--- config.mk ---
export PLATFORM = sky130hd
export DESIGN_NAME = seq_shift_add_mult_ctrl
export DESIGN_NICKNAME = d
export VERILOG_FILES = /design/src/rtl/seq_shift_add_mult_ctrl_pkg.sv /design/src/rtl/add4_rca.sv /design/src/rtl/seq_shift_add_mult_ctrl.sv
export SDC_FILE = /design/constraint.sdc
export NUM_CORES = 1
export LEC_CHECK = 0
export ABC_CLOCK_PERIOD_IN_PS = 3450
export CELL_PAD_IN_SITES_DETAIL_PLACEMENT = 0
export CELL_PAD_IN_SITES_GLOBAL_PLACEMENT = 1
export CORE_MARGIN = 8
export CORE_UTILIZATION = 40
export CTS_CLUSTER_SIZE = 40
export DETAILED_ROUTE_END_ITERATION = 10
export PLACE_DENSITY_LB_ADDON = 0.2
export REMOVE_ABC_BUFFERS = 1
export SYNTH_ARGS = -nofsm -noshare
export SYNTH_HDL_FRONTEND = slang
export SYNTH_SLANG_ARGS = --single-unit
--- constraint.sdc ---
create_clock -name clk -period 3.45 [get_ports clk]
set_clock_uncertainty 0.15 [all_clocks]
set_input_delay 0.345 -clock clk [delete_from_list [all_inputs] [get_ports clk]]
set_output_delay 0.345 -clock clk [all_outputs]
set_load 0.05 [all_outputs]
--- src/rtl/seq_shift_add_mult_ctrl_pkg.sv ---
// Shared types and constants for the sequential shift-and-add multiplier.
package mult_pkg;

    typedef enum logic [1:0] {
        S_IDLE = 2'd0,
        S_RUN  = 2'd1,
        S_DONE = 2'd2
    } state_t;

    localparam int DEF_WIDTH = 4;
    localparam int DEF_TRUNC = 0;

    // Counter must be able to hold the iteration index up to WIDTH.
    function automatic int cnt_width(input int w);
        return $clog2(w + 1);
    endfunction

endpackage

--- src/rtl/add4_rca.sv ---
// Combinational WIDTH-bit ripple-carry adder assembled from full-adder cells.
module add4_rca #(
    parameter int WIDTH = 4
) (
    input  logic [WIDTH-1:0] a,
    input  logic [WIDTH-1:0] b,
    input  logic             cin,
    output logic [WIDTH-1:0] sum,
    output logic             cout
);

    logic [WIDTH:0] w_c;

    assign w_c[0] = cin;

    for (genvar i = 0; i < WIDTH; i++) begin : g_fa
        assign sum[i]    = a[i] ^ b[i] ^ w_c[i];
        assign w_c[i+1]  = (a[i] & b[i]) | (w_c[i] & (a[i] ^ b[i]));
    end

    assign cout = w_c[WIDTH];

endmodule

--- src/rtl/seq_shift_add_mult_ctrl.sv ---
// Shift-and-add unsigned multiplier: one add and one right shift per RUN cycle,
// with optional skipping of the TRUNC lowest partial products.
module seq_shift_add_mult_ctrl
    import mult_pkg::*;
#(
    parameter int WIDTH = DEF_WIDTH,
    parameter int TRUNC = DEF_TRUNC
) (
    input  logic               clk,
    input  logic               rst_n,
    input  logic               start,
    input  logic [WIDTH-1:0]   a,
    input  logic [WIDTH-1:0]   b,
    output logic               busy,
    output logic               done,
    output logic [2*WIDTH-1:0] product,
    output state_t             dbg_state,
    output logic               dbg_carry
);

    localparam int             CW   = cnt_width(WIDTH);
    localparam logic [CW-1:0]  LAST = CW'(WIDTH - 1);

    state_t             r_state;
    state_t             w_state_nxt;
    logic [WIDTH-1:0]   r_m;
    logic [WIDTH-1:0]   r_acc;
    logic [WIDTH-1:0]   r_q;
    logic               r_c;
    logic [CW-1:0]      r_cnt;
    logic [2*WIDTH-1:0] r_product;

    logic               w_load;
    logic               w_step;
    logic               w_keep;
    logic [WIDTH-1:0]   w_addend;
    logic [WIDTH-1:0]   w_sum;
    logic               w_cout;

    // Partial products of multiplier bits below TRUNC are dropped.
    assign w_keep   = r_q[0] && (int'(r_cnt) >= TRUNC);
    assign w_addend = w_keep ? r_m : '0;

    add4_rca #(.WIDTH(WIDTH)) u_add (
        .a    (r_acc),
        .b    (w_addend),
        .cin  (1'b0),
        .sum  (w_sum),
        .cout (w_cout)
    );

    always_comb begin
        w_state_nxt = r_state;
        w_load      = 1'b0;
        w_step      = 1'b0;
        case (r_state)
            S_IDLE: begin
                if (start) begin
                    w_load      = 1'b1;
                    w_state_nxt = S_RUN;
                end
            end
            S_RUN: begin
                w_step = 1'b1;
                if (r_cnt == LAST) begin
                    w_state_nxt = S_DONE;
                end
            end
            S_DONE: begin
                if (start) begin
                    w_load      = 1'b1;
                    w_state_nxt = S_RUN;
                end else begin
                    w_state_nxt = S_IDLE;
                end
            end
            default: w_state_nxt = S_IDLE;
        endcase
    end

    always_ff @(posedge clk) begin
        if (!rst_n) begin
            r_state   <= S_IDLE;
            r_m       <= '0;
            r_acc     <= '0;
            r_q       <= '0;
            r_c       <= 1'b0;
            r_cnt     <= '0;
            r_product <= '0;
        end else begin
            r_state <= w_state_nxt;
            if (w_load) begin
                r_m   <= a;
                r_q   <= b;
                r_acc <= '0;
                r_c   <= 1'b0;
                r_cnt <= '0;
            end else if (w_step) begin
                // Add and shift {C,ACC,Q} right in the same edge; carry enters the MSB.
                r_c   <= w_cout;
                r_acc <= {w_cout, w_sum[WIDTH-1:1]};
                r_q   <= {w_sum[0], r_q[WIDTH-1:1]};
                r_cnt <= r_cnt + CW'(1);
                if (r_cnt == LAST) begin
                    r_product <= {w_cout, w_sum, r_q[WIDTH-1:1]};
                end
            end
        end
    end

    assign busy      = (r_state == S_RUN);
    assign done      = (r_state == S_DONE);
    assign product   = r_product;
    assign dbg_state = r_state;
    assign dbg_carry = r_c;

endmodule

==> results of run 1 <==
-- power groups by stage --
stage	registers, W	clock network [W]	logic (W)
finish	0.000311	0.000129	0.0000776
global route	0.000314	0.000147	0.0000861
CTS	0.000312	0.000137	0.0000789
detailed placement	0.000318	0	0.0000785
global placement	0.000318	0	0.0000780
floorplan	0.000321	0	0.0000449
-- metrics by stage --
stage | power, W | cells | util | setup slack [ns] | area, sq um
after floorplan | 0.0003658 | 108 | - | 1.338 | 1050
after global placement | 0.0003958 | 162 | 0.4866 | 1.184 | 1319
after detailed placement | 0.0003966 | 162 | 0.4866 | 1.167 | 1319
after CTS | 0.0005271 | 166 | 0.4963 | 0.8750 | 1345
after global routing | 0.0005464 | 166 | 0.4963 | 0.7353 | 1345
final | 0.0005180 | 166 | 0.4963 | 0.9090 | 1345
-- flip-flops by register name, indices dropped and copies added (netlist names) --
name and cells:
product 8, r_acc 4, r_cnt 3, r_q 4, r_m 4, dbg_state 2
-- synth_stat cells (all sizes together) --
cell,number
nand2b,2
a21oi,6
nand2,15
inv,8
o22ai,4
buf,5
and2,4
nor2b,1
dfxtp,25
nor3,8
fa,3
and3b,1
xnor2,1
ha,3
and2b,1
o21ai,1
mux2i,5
a211oi,7
clkbuf,2
nor2,13
-- layout by cell type, fill, tap and decap left out --
master	synthesis	layout
dfxtp_1	25	25
clkdlybuf4s50_1	0	23
nand2_1	14	14
nor2_1	8	8
nor3_1	8	8
inv_1	6	6
a21oi_1	6	6
nor2_2	5	5
a211oi_2	5	5
mux2i_1	5	5
and2_1	4	4
o22ai_1	4	4
fa_1	3	3
ha_1	3	3
clkbuf_4	0	3
nand2b_1	2	2
a211oi_1	2	2
inv_6	1	1
and2b_1	1	1
nor2b_1	1	1
inv_2	1	1
nand2_2	1	1
and3b_1	1	1
xnor2_1	1	1
o21ai_0	1	1
clkbuf_1	2	1
-- layout make-up --
class	instances	area, sq um	area share
Tap cell	31	38.79	0.02884
Inverter	8	35.03	0.02605
Timing Repair Buffer	23	230.2	0.1712
Multi-Input combinational cell	75	514.2	0.3823
Clock buffer	4	26.28	0.01953
Sequential cell	25	500.5	0.3721
-- worst max-delay path, cell delays in order, from the launching register on --
cell and delay, ns:
dfxtp_1 0.41, nand2b_1 0.26, inv_6 0.22, clkdlybuf4s50_1 0.83
-- per-layer routing --
metal / GRT usage / wire length [um]
met4: 0.03008 / 13
met1: 0.1254 / 1023
met3: 0.05170 / 162
met2: 0.1807 / 1049
met5: 0 / 0
-- kinds of logic (layout without fill, tap and decap cells) --
logic type / after synthesis / in the layout / synth area share
and+or+nand+nor: 45 / 45 / 0.1962
DFF: 25 / 25 / 0.4459
AOI/OAI and AO/OA: 18 / 18 / 0.1226
buffers and inverters: 15 / 35 / 0.09587
adders and majority gates: 6 / 6 / 0.08696
muxes: 5 / 5 / 0.04459
xor gates and xnor gates: 1 / 1 / 0.007805
-- worst paths after layout --
kind | startpoint | end | slack [ns] | cells after the start
worst max-delay path | dbg_state[0] | busy | 0.91 | 3
worst min-delay path | r_m[3] | r_m[3] | 0.32 | 2
worst max register to register | r_q[0] | r_acc[2] | 1.14 | 9
worst min register to register | r_m[3] | r_m[3] | 0.32 | 2
==> results_dict.tcl, run 1 <==
set metrics [dict create \
    status "completed" \
    fp.dieArea_sq_um 4757 \
    slew_viol_final 0 \
    yosysSeqAreaShare 0.4459 \
    fmax_mhz 393.5 \
    grt_antenna_before_repair 0 \
    htree_num_levels 1 \
    vdd.ir_drop.worst_mv 0.2999 \
    synth.top_cell.area_share 0.4459 \
    synth_seq_cells 25 \
    tns_ns 0 \
    wl_mm 2.248 \
    setup-violations-final 0 \
    grt_max_degree 17 \
    grt_pass1_wl_mm 3.960 \
    wl_per_cell_um 13.54 \
    drtAntennaViolNets 0 \
    grt_overflow 0 \
    hp-class "reg2reg" \
    fin_crit_sh 0.7365 \
    cts_setup_buffers 0 \
    p_leak_nw 0.4783 \
    synth_top_cell_by_area "dfxtp_1" \
    cts_max_path_buffers 2 \
    num_antenna_cells 0 \
    grt_pass1_vias 867 \
    netlist_instances 115 \
    crit_path_end_kind "primary output" \
    timing.hold.ws_ns 0.3152 \
    via_per_inst 4.994 \
    finalHoldViolations 0 \
    critPathArrivalTime_ns 2.05 \
    first_iter_violations 16 \
    required_ns 2.95 \
    core-area_sq_um 2710 \
    num_rows 19 \
    dpl.hpwl_mm 1.646 \
    internal_power_w 0.0003793 \
    seq_power_share 0.601 \
    p_sw_w 0.0001388 \
    numCtsBuffers 3 \
    cts-root-buf "clkbuf_4" \
    cp-start-kind "flip-flop" \
    cts_sinks 25 \
    via_count 829 \
    ys_warn_count 0 \
    n_fill_cell 279 \
    ctsResizeCount 0 \
    ys_top_cells_by_area "dfxtp_1, a211oi_2, fa_1" \
    clk_pin_slew_worst_paths_ns 0.12 \
    path_class "reg2out" \
    syn-cell-area_sq_um 1122 \
    clkPwrFrac 0.249 \
    period_minus_slack_ns 2.541 \
    worst_pin_slew_ns 0.7060 \
    max-cap-violations 0 \
    portBuffers 23 \
    gp_congestion 0.7056 \
    synthDistinctLibCells 28 \
    start_util 0.4141 \
    drtPass1Iterations 4 \
    p_comb_frac 0.150 \
    top_level_ports 24 \
    drive_above_1_share 0.1185 \
    rsz0062_at_grt "false" \
    syn_area_per_cell_sq_um 9.759 \
    power_density_nw_per_um2 385.1 \
    worstPathMaxFanout 16 \
    grt_usage 0.1100 \
    drc_errors 0 \
    syn_to_final_growth_pct 19.84 \
    p_sw_frac 0.2679 \
    die_w_um 68.97 \
    cts_tree "done" \
    die_h_um 68.97 \
    clock_latency_ns 0.32 \
    relSlewSlack 0.5293 \
    hold_buffers 0 \
    final_nets 153 \
]
(Power assumes the default switching activity.)
==> inputs of run 2 (changes only) <==
--- a/config.mk
+++ b/config.mk
@@ -5,11 +5,11 @@
 export SDC_FILE = /design/constraint.sdc
 export NUM_CORES = 1
 export LEC_CHECK = 0
-export ABC_CLOCK_PERIOD_IN_PS = 3450
+export ABC_CLOCK_PERIOD_IN_PS = 2050
 export CELL_PAD_IN_SITES_DETAIL_PLACEMENT = 0
 export CELL_PAD_IN_SITES_GLOBAL_PLACEMENT = 1
 export CORE_MARGIN = 8
-export CORE_UTILIZATION = 40
+export CORE_UTILIZATION = 34
 export CTS_CLUSTER_SIZE = 40
 export DETAILED_ROUTE_END_ITERATION = 10
 export PLACE_DENSITY_LB_ADDON = 0.2
==> constraint.sdc (replaced) <==
create_clock -name clk -period 2.05 [get_ports clk]
set_clock_uncertainty 0.15 [all_clocks]
set_input_delay 0.205 -clock clk [delete_from_list [all_inputs] [get_ports clk]]
set_output_delay 0.205 -clock clk [all_outputs]
set_load 0.05 [all_outputs]
==> results_dict.tcl, run 2 (synthesized netlist as in run 1, its figures left out) <==
set metrics [dict create \
    status "finished, violations left" \
    violations "negative setup slack" \
    tns_ns -0.1464 \
    grt_usage 0.09634 \
    grt_max_degree 17 \
    r2r_slack_ns -0.08 \
    fp.dieArea_sq_um 5396 \
    numCtsBuffers 3 \
    fmax_mhz 469.6 \
    path_class "reg2reg" \
    slowest_stage "fa_2" \
    finalHoldViolations 0 \
    critPathMaxStageDelay_ns 0.44 \
    wl_mm 2.375 \
    cts_setup_buffers 0 \
    period_minus_slack_ns 2.129 \
    worstReg2RegEnd "r_acc[2]" \
    top_level_ports 24 \
    setup-violations-final 2 \
    rsz0062_at_grt "true" \
    cts-root-buf "clkbuf_4" \
    final_nets 156 \
    start_util 0.3445 \
    num_rows 21 \
    grt_pass1_wl_mm 4.029 \
    timing.hold.ws_ns 0.2659 \
    cts_tree "done" \
    crit_family "adder cells" \
    internal_power_w 0.0006461 \
    reg2reg_from "r_m[0]" \
    via_count 837 \
    final_common_cell "dfxtp_1" \
    cts_sinks 25 \
    syn_to_final_growth_pct 26.98 \
    grt_pass1_vias 844 \
    clock_latency_ns 0.32 \
    hold_buffers 0 \
    num_antenna_cells 0 \
    min_to "r_m[1]" \
    critPathBufInv 3 \
    power_density_nw_per_um2 629.9 \
    gp_congestion 0.6869 \
    worstPathMaxFanout 2 \
    cp_cell_sequence "and2_4, ha_4, inv_2, fa_2, inv_2, fa_2, inv_2, fa_2, a211oi_2" \
    htree_num_levels 1 \
    via_per_inst 4.549 \
    p_comb_frac 0.164 \
    die_w_um 73.46 \
    first_iter_violations 63 \
    fin_util 0.4374 \
    pre_cts_slack_ns -0.1359 \
    p_sw_w 0.0002516 \
    dpl.hpwl_mm 1.679 \
    critPathArrivalTime_ns 2.23 \
    p_sw_frac 0.2803 \
    hold_start "a[1]" \
    worstRegToRegCells 9 \
    drc_errors 0 \
    crit_path_end_kind "flip-flop" \
    required_ns 2.15 \
    clk_pin_slew_worst_paths_ns 0.14 \
    core-area_sq_um 3258 \
    drtPass1Iterations 4 \
    slew_viol_final 0 \
    p_leak_nw 0.5021 \
    clkPwrFrac 0.253 \
    cp-start-kind "flip-flop" \
    drtAntennaViolNets 0 \
    hp-class "in2reg" \
    setup_slack_ns -0.07940 \
    grt_antenna_before_repair 0 \
    largest_reg_flops 8 \
    max-cap-violations 0 \
    cts_max_path_buffers 2 \
    seq_power_share 0.584 \
    grt_overflow 0 \
    portBuffers 23 \
    worst_pin_slew_ns 0.5036 \
    vdd.ir_drop.worst_mv 0.4486 \
    drive_above_1_share 0.2391 \
    relSlewSlack 0.6632 \
    hold_depth 3 \
    die_h_um 73.46 \
    mostFrequentLayoutCells "dfxtp_1, clkdlybuf4s50_1, nand2_1, nor2_1, nor3_1" \
    wl_per_cell_um 12.91 \
    fin_crit_sh 1.039 \
]
==> run 2: final cells by class <==
cell class              instances  area (sq um)
repair buffers                 26         260.3
clock inverters                 1         5.005
flip-flops and latches         25         503.0
fillers                       345          1833
inverters                       8         35.03
well taps                      46         57.56
clock buffers                   3         22.52
multi-input cells              75         541.8
==> run 2: power groups by stage <==
stage          Combinational (W)  Clock (W)  Sequential, W
6_report                0.000147   0.000227       0.000524
5_1_grt                 0.000163   0.000251       0.000527
4_1_cts                 0.000149   0.000237       0.000524
3_5_place_dp            0.000144          0       0.000533
3_3_place_gp            0.000143          0       0.000532
2_1_floorplan          0.0000756          0       0.000540
==> run 2: per-stage QoR <==
| stage | power, W | area [sq um] | instances |
|---|---|---|---|
| final | 0.0008977 | 1425 | 184 |
| after global placement | 0.0006756 | 1368 | 180 |
| after CTS | 0.0009090 | 1425 | 184 |
| after global routing | 0.0009413 | 1425 | 184 |
| after floorplan | 0.0006157 | 1050 | 108 |
| after detailed placement | 0.0006765 | 1368 | 180 |
==> run 2: tightest hold or removal path, stage by stage <==
cell             delay [ns]
clkdlybuf4s50_1        0.40
nand2_1                0.05
a21oi_1                0.05
==> run 2: how the worst max path moves through the flow <==
stage	start	end	depth (start not counted)
2_1_floorplan	r_q[0]	r_acc[2]	9
3_3_place_gp	r_m[0]	r_acc[2]	9
3_5_place_dp	r_m[0]	r_acc[2]	9
4_1_cts	r_m[0]	r_acc[2]	9
5_1_grt	r_m[0]	r_acc[2]	9
6_report	r_m[0]	r_acc[2]	9
==> run 2: per-layer routing <==
metal / wire length [um] / part of all wire / global-route usage
met5: 0 / 0 / 0
met2: 1125 / 0.47 / 0.1516
met3: 140 / 0.059 / 0.04366
met1: 1093 / 0.46 / 0.1168
met4: 17 / 0.0072 / 0.01996
==> run 2: timing repair <==
action                     CTS  global route
cloned                       0             0
resized for setup           12             0
setup endpoints to repair    4             4
pin swaps                    3             3
==> inputs of run 3 (changes only) <==
--- a/config.mk
+++ b/config.mk
@@ -9,9 +9,10 @@
 export CELL_PAD_IN_SITES_DETAIL_PLACEMENT = 0
 export CELL_PAD_IN_SITES_GLOBAL_PLACEMENT = 1
 export CORE_MARGIN = 8
-export CORE_UTILIZATION = 34
+export CORE_UTILIZATION = 31
 export CTS_CLUSTER_SIZE = 40
 export DETAILED_ROUTE_END_ITERATION = 10
+export HOLD_SLACK_MARGIN = 0.02
 export PLACE_DENSITY_LB_ADDON = 0.2
 export REMOVE_ABC_BUFFERS = 1
 export SYNTH_ARGS = -nofsm -noshare
==> results_dict.tcl, run 3 (synthesized netlist as in run 1, its figures left out) <==
set metrics [dict create \
    syn_to_final_growth_pct 27.65 \
    dpl.hpwl_mm 1.748 \
    grt_antenna_before_repair 0 \
    n_fill_cell 383 \
    grt_max_degree 17 \
    clkPwrFrac 0.248 \
    p_sw_w 0.0002446 \
    num_rows 22 \
    cp_num_cells 9 \
    finalHoldViolations 0 \
    portBuffers 23 \
    start_util 0.3136 \
    design_area_sq_um 1433 \
    max-cap-violations 0 \
    mostFrequentLayoutCells "dfxtp_1, clkdlybuf4s50_1, nand2_1, nor2_1, nor3_1" \
    setup_slack_ns -0.09044 \
    via_count 813 \
    numCtsBuffers 3 \
    wl_per_cell_um 12.90 \
    cp-endpoint "r_acc[2]" \
    htree_num_levels 1 \
    critPathBufInv 3 \
    timing.hold.ws_ns 0.2766 \
    slowest_stage "fa_2" \
    fp.dieArea_sq_um 5802 \
    worstPathMaxFanout 2 \
    r2r_slack_ns -0.09 \
    core-area_sq_um 3578 \
    internal_power_w 0.0006458 \
    grt_pass1_wl_mm 4.146 \
    total_power_w 0.0008904 \
    via_per_inst 4.348 \
    slew_viol_final 0 \
    die_w_um 76.17 \
    gp_congestion 0.7023 \
    p_sw_frac 0.2747 \
    path_class "reg2reg" \
    seq_power_share 0.587 \
    worstRegToRegCells 9 \
    critPathMaxStageDelay_ns 0.44 \
    cts_tree "done" \
    finalNonFillerCells 187 \
    hold_buffers 0 \
    rsz0062_at_grt "true" \
    grt_overflow 0 \
    worst_pin_slew_ns 0.5043 \
    dpl_cell_area_sq_um 1378 \
    hp-class "in2reg" \
    die_h_um 76.17 \
    vdd.ir_drop.worst_mv 0.2498 \
    reg2reg_from "r_m[0]" \
    dp.cells 183 \
    status "finished, violations left" \
    required_ns 2.14 \
    grt_usage 0.08775 \
    drtPass1Iterations 3 \
    violations "negative setup slack" \
    first_iter_violations 19 \
    power_density_nw_per_um2 621.5 \
    period_minus_slack_ns 2.140 \
    cts_sinks 25 \
    cts_setup_buffers 0 \
    top_level_ports 24 \
    cts-root-buf "clkbuf_4" \
    clock_latency_ns 0.31 \
    p_comb_frac 0.164 \
    crit_family "adder cells" \
    largest_reg_flops 8 \
    fin_util 0.4004 \
    cp-start-kind "flip-flop" \
    num_antenna_cells 0 \
    cts_max_path_buffers 2 \
    relSlewSlack 0.6632 \
    grt_pass1_vias 862 \
    drc_errors 0 \
    worstReg2RegEnd "r_acc[2]" \
    setup-violations-final 2 \
    startpoint "r_m[0]" \
    final_common_cell "dfxtp_1" \
    drive_above_1_share 0.2374 \
    crit_path_end_kind "flip-flop" \
    drtAntennaViolNets 0 \
    clk_pin_slew_worst_paths_ns 0.14 \
    final_nets 157 \
    wl_mm 2.413 \
    cp_cell_sequence "and2_4, ha_4, inv_2, fa_2, inv_2, fa_2, inv_2, fa_2, a211oi_1" \
    fin_crit_sh 1.044 \
    p_leak_nw 0.5204 \
    critPathArrivalTime_ns 2.23 \
    fmax_mhz 467.2 \
]
## run 3: what timing repair did
item | in CTS | in global routing
endpoints found under the setup margin | 4 | 5
resized for setup | 10 | 2
pin swaps | 1 | 1
endpoints found under the hold margin | 0 | 0
## run 3: power by group through the flow
stage,logic (W),clock network (W),registers (W)
floorplan,0.0000756,0,0.000540
global placement,0.000145,0,0.000532
detailed placement,0.000147,0,0.000533
CTS,0.000149,0.000235,0.000523
global route,0.000160,0.000261,0.000527
finish,0.000146,0.000221,0.000523
## run 3: layout make-up
class	count	area, sq um	area share
inverters	8	35.03	0.02445
clock inverters	1	5.005	0.003493
multi-input cells	75	536.8	0.3747
repair buffers	27	270.3	0.1886
flip-flops and latches	25	503.0	0.3511
clock buffers	3	22.52	0.01572
well taps	48	60.06	0.04192
## run 3: worst min-delay path, delay by kind of cell
kind | cells | cell delay [ns]
buf+inv | 1 | 0.40
compound gates | 1 | 0.05
simple gates | 1 | 0.06
## run 3: through the flow
| stage | TNS (ns) | worst slack (ns) |
|---|---|---|
| finish | -0.1583 | -0.09044 |
| global route | -0.3572 | -0.1745 |
| CTS | -0.2221 | -0.1150 |
| detailed placement | -0.2844 | -0.1467 |
| global placement | -0.1590 | -0.09051 |
| floorplan | -0.09902 | -0.06188 |
## run 3: worst min-delay path by stage
stage                start           end  slack, ns  cells after the start
finish                a[0]        r_m[0]       0.28                      3
global route          a[0]        r_m[0]       0.27                      3
CTS                   a[0]        r_m[0]       0.26                      3
detailed placement  r_m[0]        r_m[0]       0.30                      2
global placement    r_m[2]        r_m[2]       0.29                      2
floorplan            rst_n  dbg_state[0]       0.18                      1
## run 3: layer usage
metal	wire, um	vias up	part of all wire	GRT usage
met1	1141	367	0.47	0.1044
li1	-	432	-	-
met3	126	2	0.052	0.03420
met4	23	0	0.0095	0.04038
met2	1121	12	0.46	0.1354
met5	0	-	0	0
